[src/rtl/mac1d_win_feeder.sv]
// Streaming window generator for the 1D MAC stage: keeps a winW-deep per-line shift
// window and emits one packed window per accepted sample once the window is full.
module mac1d_win_feeder #(
   parameter int unsigned winW     = 3,
   parameter int unsigned winDataW = 8,
   localparam int unsigned cntW    = $clog2(winW + 1)
) (
   input  logic                     clk,
   input  logic                     rst_n,
   input  logic                     in_valid,
   output logic                     in_ready,
   input  logic [winDataW-1:0]      in_data,
   input  logic                     in_eol,
   output logic                     out_valid,
   input  logic                     out_ready,
   output logic [winW*winDataW-1:0] out_Arr,
   output logic                     out_eol
);

   typedef enum logic [0:0] {StFill, StStream} state_e;

   state_e                   state_q;
   logic [cntW-1:0]          fill_q;
   logic [cntW-1:0]          fill_inc;
   logic [winW*winDataW-1:0] win_q;
   logic [winW*winDataW-1:0] win_shift;
   logic                     accept;
   logic                     load;

   assign in_ready = rst_n && (!out_valid || out_ready);
   assign accept   = in_valid && in_ready;

   always_comb begin
      fill_inc = fill_q;
      if (fill_q != cntW'(winW)) begin
         fill_inc = fill_q + cntW'(1);
      end
      // Newest sample enters the top slot; slot 0 (lowest bits) is the oldest.
      win_shift = {in_data, win_q[winW*winDataW-1:winDataW]};
      load      = (state_q == StStream) || (fill_inc == cntW'(winW));
   end

   always_ff @(posedge clk) begin
      if (!rst_n) begin
         state_q   <= StFill;
         fill_q    <= '0;
         win_q     <= '0;
         out_valid <= 1'b0;
         out_Arr   <= '0;
         out_eol   <= 1'b0;
      end else begin
         if (out_valid && out_ready) begin
            out_valid <= 1'b0;
         end
         if (accept) begin
            if (load) begin
               out_valid <= 1'b1;
               out_Arr   <= win_shift;
               out_eol   <= in_eol;
            end
            // End of line: the window decision above is made first, then nothing
            // from this line may leak into the next one.
            if (in_eol) begin
               state_q <= StFill;
               fill_q  <= '0;
               win_q   <= '0;
            end else begin
               state_q <= load ? StStream : StFill;
               fill_q  <= fill_inc;
               win_q   <= win_shift;
            end
         end
      end
   end

endmodule
[config.mk]
export PLATFORM = sky130hd
export DESIGN_NAME = mac1d_win_feeder
export DESIGN_NICKNAME = d
export VERILOG_FILES = /design/src/rtl/mac1d_win_feeder.sv
export SDC_FILE = /design/constraint.sdc
export NUM_CORES = 1
export LEC_CHECK = 0
export BUFFER_PORTS_ARGS = -buffer_cell sky130_fd_sc_hd__buf_4
export CAP_MARGIN = 20
export CORE_MARGIN = 1.5
export CORE_UTILIZATION = 45
export CTS_CLUSTER_SIZE = 20
export DETAILED_ROUTE_END_ITERATION = 10
export GPL_ROUTABILITY_DRIVEN = 0
export PLACE_DENSITY = 0.76
export SLEW_MARGIN = 20
export SYNTH_ARGS = -nofsm -noshare
export SYNTH_HDL_FRONTEND = slang
export SYNTH_SLANG_ARGS = --single-unit
[constraint.sdc]
create_clock -name clk -period 1.55 [get_ports clk]
set_input_delay 0.31 -clock clk [delete_from_list [all_inputs] [get_ports clk]]
set_output_delay 0.31 -clock clk [all_outputs]
set_load 0.02 [all_outputs]
=== After elaboration in Yosys (flattened, before gate mapping) ===
Cells that the tools add are included.
Widths: inputs -> output; s select.

* Logic and storage cells: 24
* Register bits after elaboration: 53

* Mux-type cells: 8
* Reduce and logical (&&, ||, !) cells: 7
* Equality and inequality tests: 2
* Add/sub/neg operators: 1

{| class="wikitable"
|+ Operator list
! operator !! count
|-
| $mux 24 || 1
|-
| $mux 1 || 5
|-
| $mux 2 || 2
|-
| $logic_and 1x1->1 || 3
|-
| $add 2x1->2 const B || 1
|-
| $eq 2x2->1 const B || 1
|-
| $logic_or 1x1->1 || 2
|-
| $ne 2x2->1 const B || 1
|-
| $reduce_and 2->1 || 1
|-
| $logic_not 1->1 || 1
|}

=== Depth between registers and ports, before layout ===
Gate-level depths: netlist (run 1).

* Depth in word-level cells: 6
* Mapped depth: 6
* Mapped depth without buffers: 3

=== Worst setup path after synthesis (run 1) ===
No wires, ideal clock.

* Path kind: register to output
* From: reg out_valid
* To: out in_ready
* Cell stages (with the launch flop): 5
* Data required time: 1,240 ps
* Data arrival time: 1,157 ps
* Setup slack: 83 ps
* Cells stage by stage: dfxtp_1 nand2b_1 buf_2 buf_1 and2_1

* Word-level cells in the longest chain between the ends: 3

{| class="wikitable"
|+ RTL lines
! what !! line !! source
|-
| start: declaration || 14 || <nowiki>output logic out_valid,</nowiki>
|-
| start signal: assignment || 48 || <nowiki>out_valid <= 1'b0;</nowiki>
|-
| start signal: assignment || 53 || <nowiki>out_valid <= 1'b0;</nowiki>
|-
| start signal: assignment || 57 || <nowiki>out_valid <= 1'b1;</nowiki>
|-
| $logic_not 1->1 || 30 || <nowiki>assign in_ready = rst_n && (!out_valid || out_ready);</nowiki>
|-
| $logic_or 1x1->1 || 30 ||
|-
| $logic_and 1x1->1 || 30 ||
|-
| end: declaration || 11 || <nowiki>output logic in_ready,</nowiki>
|}

Every way passes these cells.

=== Final worst setup path (run 1) ===
Ends and elaborated chain as after synthesis.

==> flow_summary.ini, run 1 <==
[critical_path]
reg2reg_from = out_valid
rrSetupSlack_ns = 0.21
crit_required_ns = 1.24
path_max_fanout = 4
crit_path_end_kind = output port
critPathLaunchType = flip-flop
arrival_ns = 1.08
worst_setup_path_startpoint = out_valid
critical_path_class = reg -> out

[job]
maxCapViolCount = 0

[sta]
hold_viol = 0
post-route-period-util_pct = 89.9
clock_skew_ns = 0.00721
setup_violations = 0
fin_crit_ns = 1.39
maxSlewViolCount = 0
fin_tns_setup_ns = 0
max_slew_margin_pct = 51.9
fin_ws_ns = 0.157
fmax_ghz = 0.718
rsz0062_at_grt = no
tightestPinTransition_ns = 0.721

[floorplanning]
ioPinCount = 40
rows = 23
start_util_pct = 46.5
die_h_um = 67.1
core-area_um2 = 3970
die_w_um = 67.1
dieArea_um2 = 4500

[synthesis]
synth_area_leaders = dfxtp_1 49%, o21ai_2 10%, nand4_1 8.5%
synth_seq_area_share_pct = 48.8
ys_async_sr_fraction_pct = 0
synth_most_common_cell = dfxtp_1
yosys_warnings = 0
synthCells = 208
syn_avg_cell_area_um2 = 8.88
synth-edff-count = 0
syn_area_um2 = 1850
synth-seq-cells = 45
synth.distinct_cells = 22
synth_nets = 221
post-synth-top-area-cell = dfxtp_1
synth_commonest_cells = 45 x dfxtp_1, 27 x nand2_1, 25 x nand4_1, 21 x o21ai_0, 21 x o21ai_2
synthFlopType = dfxtp_1
yosysTopAreaCellShare_pct = 48.8

[power]
sw_frac_of_total_pct = 24.8
seqPwrFrac_pct = 57.8
ir_drop_mv = 0.628
power_frac_clock_pct = 36.5
p_comb_share_pct = 5.8
cellLeakagePower_nw = 0.823
p_int_mw = 1.53
power.switching_mw = 0.505
powerDensity_nw_per_um2 = 929

[status]
status = completed

[clocking]
cts_tree = built
clkSinkCount = 45
post-cts-setup-buffer-count = 0
ctsHoldBuffers = 0
cts.clk_slew.worst_paths_ns = 0.08
clockBufferDepth = 2
cts_root_buffer = clkbuf_8
cts_made_buffers = 5
clk_latency_ns = 0.30
postCtsResizedCells = 0
htreeDepth = 2

[layout]
final_nets = 251
antennaDiodeCount = 0
fill_cells = 387
drive_above_1_share_pct = 31.8
area_growth_pct = 18.8

[global_route]
grt_pass1_vias = 1356
grt_antenna_before_repair = 0
grt_pass1_wl_um = 6380
grt_max_degree = 37
overflow = 0
grt_util_all_layers_pct = 18.8

[detailed_routing]
vias = 1631
wl_per_cell_um = 13.3
wirelength_um = 3850
vias_per_cell = 5.64
drc = 0
drt.antenna.violating_nets = 0
dr.pass1.iters = 4
drt_iter0_markers = 84

[place]
pre_cts_ws_ns = 0.186
io_buffers = 39
dp_hpwl_um = 2520

[min_path]
hp-start = in_eol
worstHoldPathType = in -> reg
-- cells by family (layout without fill, tap and decap cells) --
family          after synthesis  count (layout)  share of synthesized area, %
simple gates                 76              76                          20.9
flops                        45              45                          48.8
buf+inv                      23              54                          8.13
compound gates               64              64                          22.2
-- critical path: stages, from the launching register on --
cell and delay, ns:
dfxtp_1 0.35, nand2b_1 0.10, and2_1 0.17, buf_4 0.15
-- layout make-up --
| cell class | instances | area (um2) | share of cell area (%) |
|---|---|---|---|
| Sequential cell | 45 | 901 | 41.0 |
| Tap cell | 50 | 62.6 | 2.85 |
| Clock buffer | 5 | 68.8 | 3.14 |
| Multi-Input combinational cell | 140 | 796 | 36.3 |
| Timing Repair Buffer | 46 | 345 | 15.7 |
| Clock inverter | 3 | 21.3 | 0.969 |
-- path summary, 6_finish.rpt --
path                                    to  depth (start not counted)
worst min-delay path               out_eol                          3
worst max register to register    win_q[8]                          3
worst min register to register  out_Arr[0]                          2
worst max-delay path              in_ready                          3
-- per-stage QoR --
| step | std cells | hold slack, ns | power, mW | utilization (%) | area, um2 |
|---|---|---|---|---|---|
| final | 289 | 0.253 | 2.04 | 55.3 | 2190 |
| after global routing | 289 | 0.262 | 2.12 | 55.3 | 2190 |
| after CTS | 289 | 0.247 | 2.05 | 55.3 | 2190 |
| after detailed placement | 281 | 0.449 | 1.32 | 53.0 | 2100 |
| after global placement | 281 | 0.446 | 1.32 | 53.0 | 2100 |
| after floorplan | 208 | 0.438 | 1.28 | - | 1850 |
-- power groups by stage --
stage	combinational [mW]	clock, mW	sequential [mW]
after floorplan	0.0726	0	1.20
after global placement	0.116	0	1.21
after detailed placement	0.117	0	1.21
after CTS	0.118	0.755	1.18
after global routing	0.129	0.813	1.18
final	0.117	0.743	1.18
-- placed cells by master (no fill, tap or decap) --
master and instances:
a211oi_1 1, a21oi_1 17, a31oi_1 2, and2_1 2
and3_4 1, buf_4 46, clkbuf_8 5, clkinv_2 1
clkinvlp_4 1, dfxtp_1 45, inv_6 1, nand2_1 27
nand2b_1 1, nand3_1 16, nand4_1 25, nor2_1 2
nor2b_1 1, nor3_1 1, o21a_1 2, o21ai_0 21
o21ai_2 21
-- metal layers --
layer | vias up | part of all wire, % | global-route usage [%] | routed length [um]
li1 | 812 | - | - | -
met4 | 0 | 0.81 | 8.42 | 31
met5 | - | 0 | 0 | 0
met1 | 758 | 45 | 25.3 | 1730
met3 | 4 | 7.3 | 4.39 | 281
met2 | 57 | 47 | 28.5 | 1800
-- flip-flops by register name (all words and copies together) (netlist names) --
signal     count
fill_q         2
out_Arr       24
out_eol        1
out_valid      1
state_q        1
win_q         16
Note: power is estimated with default switching activity, not from simulation.
==> run 2, diff against run 1 <==
--- a/config.mk
+++ b/config.mk
@@ -8,11 +8,12 @@
 export BUFFER_PORTS_ARGS = -buffer_cell sky130_fd_sc_hd__buf_4
 export CAP_MARGIN = 20
 export CORE_MARGIN = 1.5
-export CORE_UTILIZATION = 45
+export CORE_UTILIZATION = 48
+export CTS_BUF_LIST = sky130_fd_sc_hd__clkbuf_4 sky130_fd_sc_hd__clkbuf_8
 export CTS_CLUSTER_SIZE = 20
 export DETAILED_ROUTE_END_ITERATION = 10
 export GPL_ROUTABILITY_DRIVEN = 0
-export PLACE_DENSITY = 0.76
+export PLACE_DENSITY = 0.8
 export SLEW_MARGIN = 20
 export SYNTH_ARGS = -nofsm -noshare
 export SYNTH_HDL_FRONTEND = slang
==> run 2 against run 1 <==
Final cell count is 1.4% lower. Non-clock buffer count is 1 lower. Register-to-register slack better by 0.02 ns. First-iteration DRC count is 60% lower. Worst hold slack better by 0.0036 ns. Clock-buffer cell count is 2 higher.
==> flow_summary.ini, run 2 (synthesis gave the netlist of run 1 again) <==
[sta]
clock_skew_ns = 0.00237
tightestPinTransition_ns = 0.717
fmax_ghz = 0.722
setup_violations = 0
maxSlewViolCount = 0
hold_viol = 0
rsz0062_at_grt = no
fin_crit_ns = 1.39
post-route-period-util_pct = 89.4
max_slew_margin_pct = 52.2
fin_tns_setup_ns = 0

[critical_path]
crit_required_ns = 1.24
arrival_ns = 1.08
critPathLaunchType = flip-flop
path_max_fanout = 4
crit_path_max_incr_delay_ns = 0.35
critical_path_class = reg -> out
crit_chain = nand2b_1 -> and2_1 -> buf_4
crit_family = flip-flops
slowest_stage = dfxtp_1
crit_path_end_kind = output port
critPathBufInv = 1

[clocking]
clkSinkCount = 45
cts_root_buffer = clkbuf_8
cts_tree = built
cts_made_buffers = 5
cts.clk_slew.worst_paths_ns = 0.07
post-cts-setup-buffer-count = 0
postCtsResizedCells = 0
ctsHoldBuffers = 0
clockBufferDepth = 2
clk_latency_ns = 0.30
htreeDepth = 2

[power]
power_mw = 2.02
cellLeakagePower_nw = 0.822
powerDensity_nw_per_um2 = 926
ir_drop_mv = 0.557

[layout]
regMostFlops = out_Arr
final_nets = 250
largest_register_ffs = 24
antennaDiodeCount = 0
drive_above_1_share_pct = 31.2
fill_cells = 356
area_growth_pct = 18.3
final_cell_mix = 45 x dfxtp_1, 45 x buf_4, 27 x nand2_1
largestRegisters = out_Arr x24, win_q x16, fill_q x2

[floorplanning]
rows = 22
dieArea_um2 = 4230
core-area_um2 = 3690
die_w_um = 65.0
die_h_um = 65.0
start_util_pct = 50.1
ioPinCount = 40

[detailed_routing]
wirelength_um = 3700
drt_iter0_markers = 34
drt.antenna.violating_nets = 0
dr.pass1.iters = 4
vias = 1563
vias_per_cell = 5.48
drc = 0
wl_per_cell_um = 13.0

[global_route]
overflow = 0
grt_max_degree = 37
grt_pass1_vias = 1452
grt_util_all_layers_pct = 19.7
grt_pass1_wl_um = 6490
grt_antenna_before_repair = 0

[job]
maxCapViolCount = 0

[min_path]
worstHoldPathType = in -> reg

[status]
status = completed

[place]
io_buffers = 39
dp_hpwl_um = 2530
## run 2: layer usage
metal | vias to the layer above | track usage [%] | part of all wire [%]
met5 | - | 0 | 0
met4 | 0 | 5.47 | 1.0
met3 | 3 | 6.25 | 5.8
met2 | 39 | 33.5 | 48
met1 | 717 | 24.1 | 45
li1 | 804 | - | -
## run 2: cell type report
| type | instances | area, um2 | area share [%] |
|---|---|---|---|
| clock buffers | 7 | 90.1 | 4.12 |
| multi-input cells | 140 | 796 | 36.4 |
| flip-flops and latches | 45 | 901 | 41.2 |
| well taps | 48 | 60.1 | 2.75 |
| repair buffers | 45 | 338 | 15.5 |
## run 2: worst register-to-register path, cell delays in order (launching register included)
cell and delay, ns:
dfxtp_1 0.32, nor2b_1 0.16, o21ai_2 0.59, a21oi_1 0.10
## run 2: worst paths after layout
kind,from,endpoint,slack (ns),cells after the start
worst max-delay path,out_valid,in_ready,0.16,3
worst min-delay path,in_eol,out_eol,0.26,3
worst max register to register,out_valid,win_q[16],0.23,3
worst min register to register,out_Arr[0],out_Arr[0],0.46,2
## run 2: report_power, final
| part | internal (mW) | switching (mW) |
|---|---|---|
| registers | 1.17 | 0.0101 |
| clock network | 0.371 | 0.357 |
| logic | 0.0434 | 0.0720 |
| total | 1.58 | 0.439 |
## run 2: metrics by stage
stage | instances | worst slack, ns | util, % | hold slack [ns] | area, um2
after CTS | 285 | 0.148 | 59.2 | 0.255 | 2180
after global placement | 278 | 0.245 | 56.8 | 0.448 | 2090
final | 285 | 0.164 | 59.2 | 0.257 | 2180
after floorplan | 208 | 0.0826 | - | 0.438 | 1850
after global routing | 285 | 0.0778 | 59.2 | 0.278 | 2180
after detailed placement | 278 | 0.173 | 56.8 | 0.453 | 2090
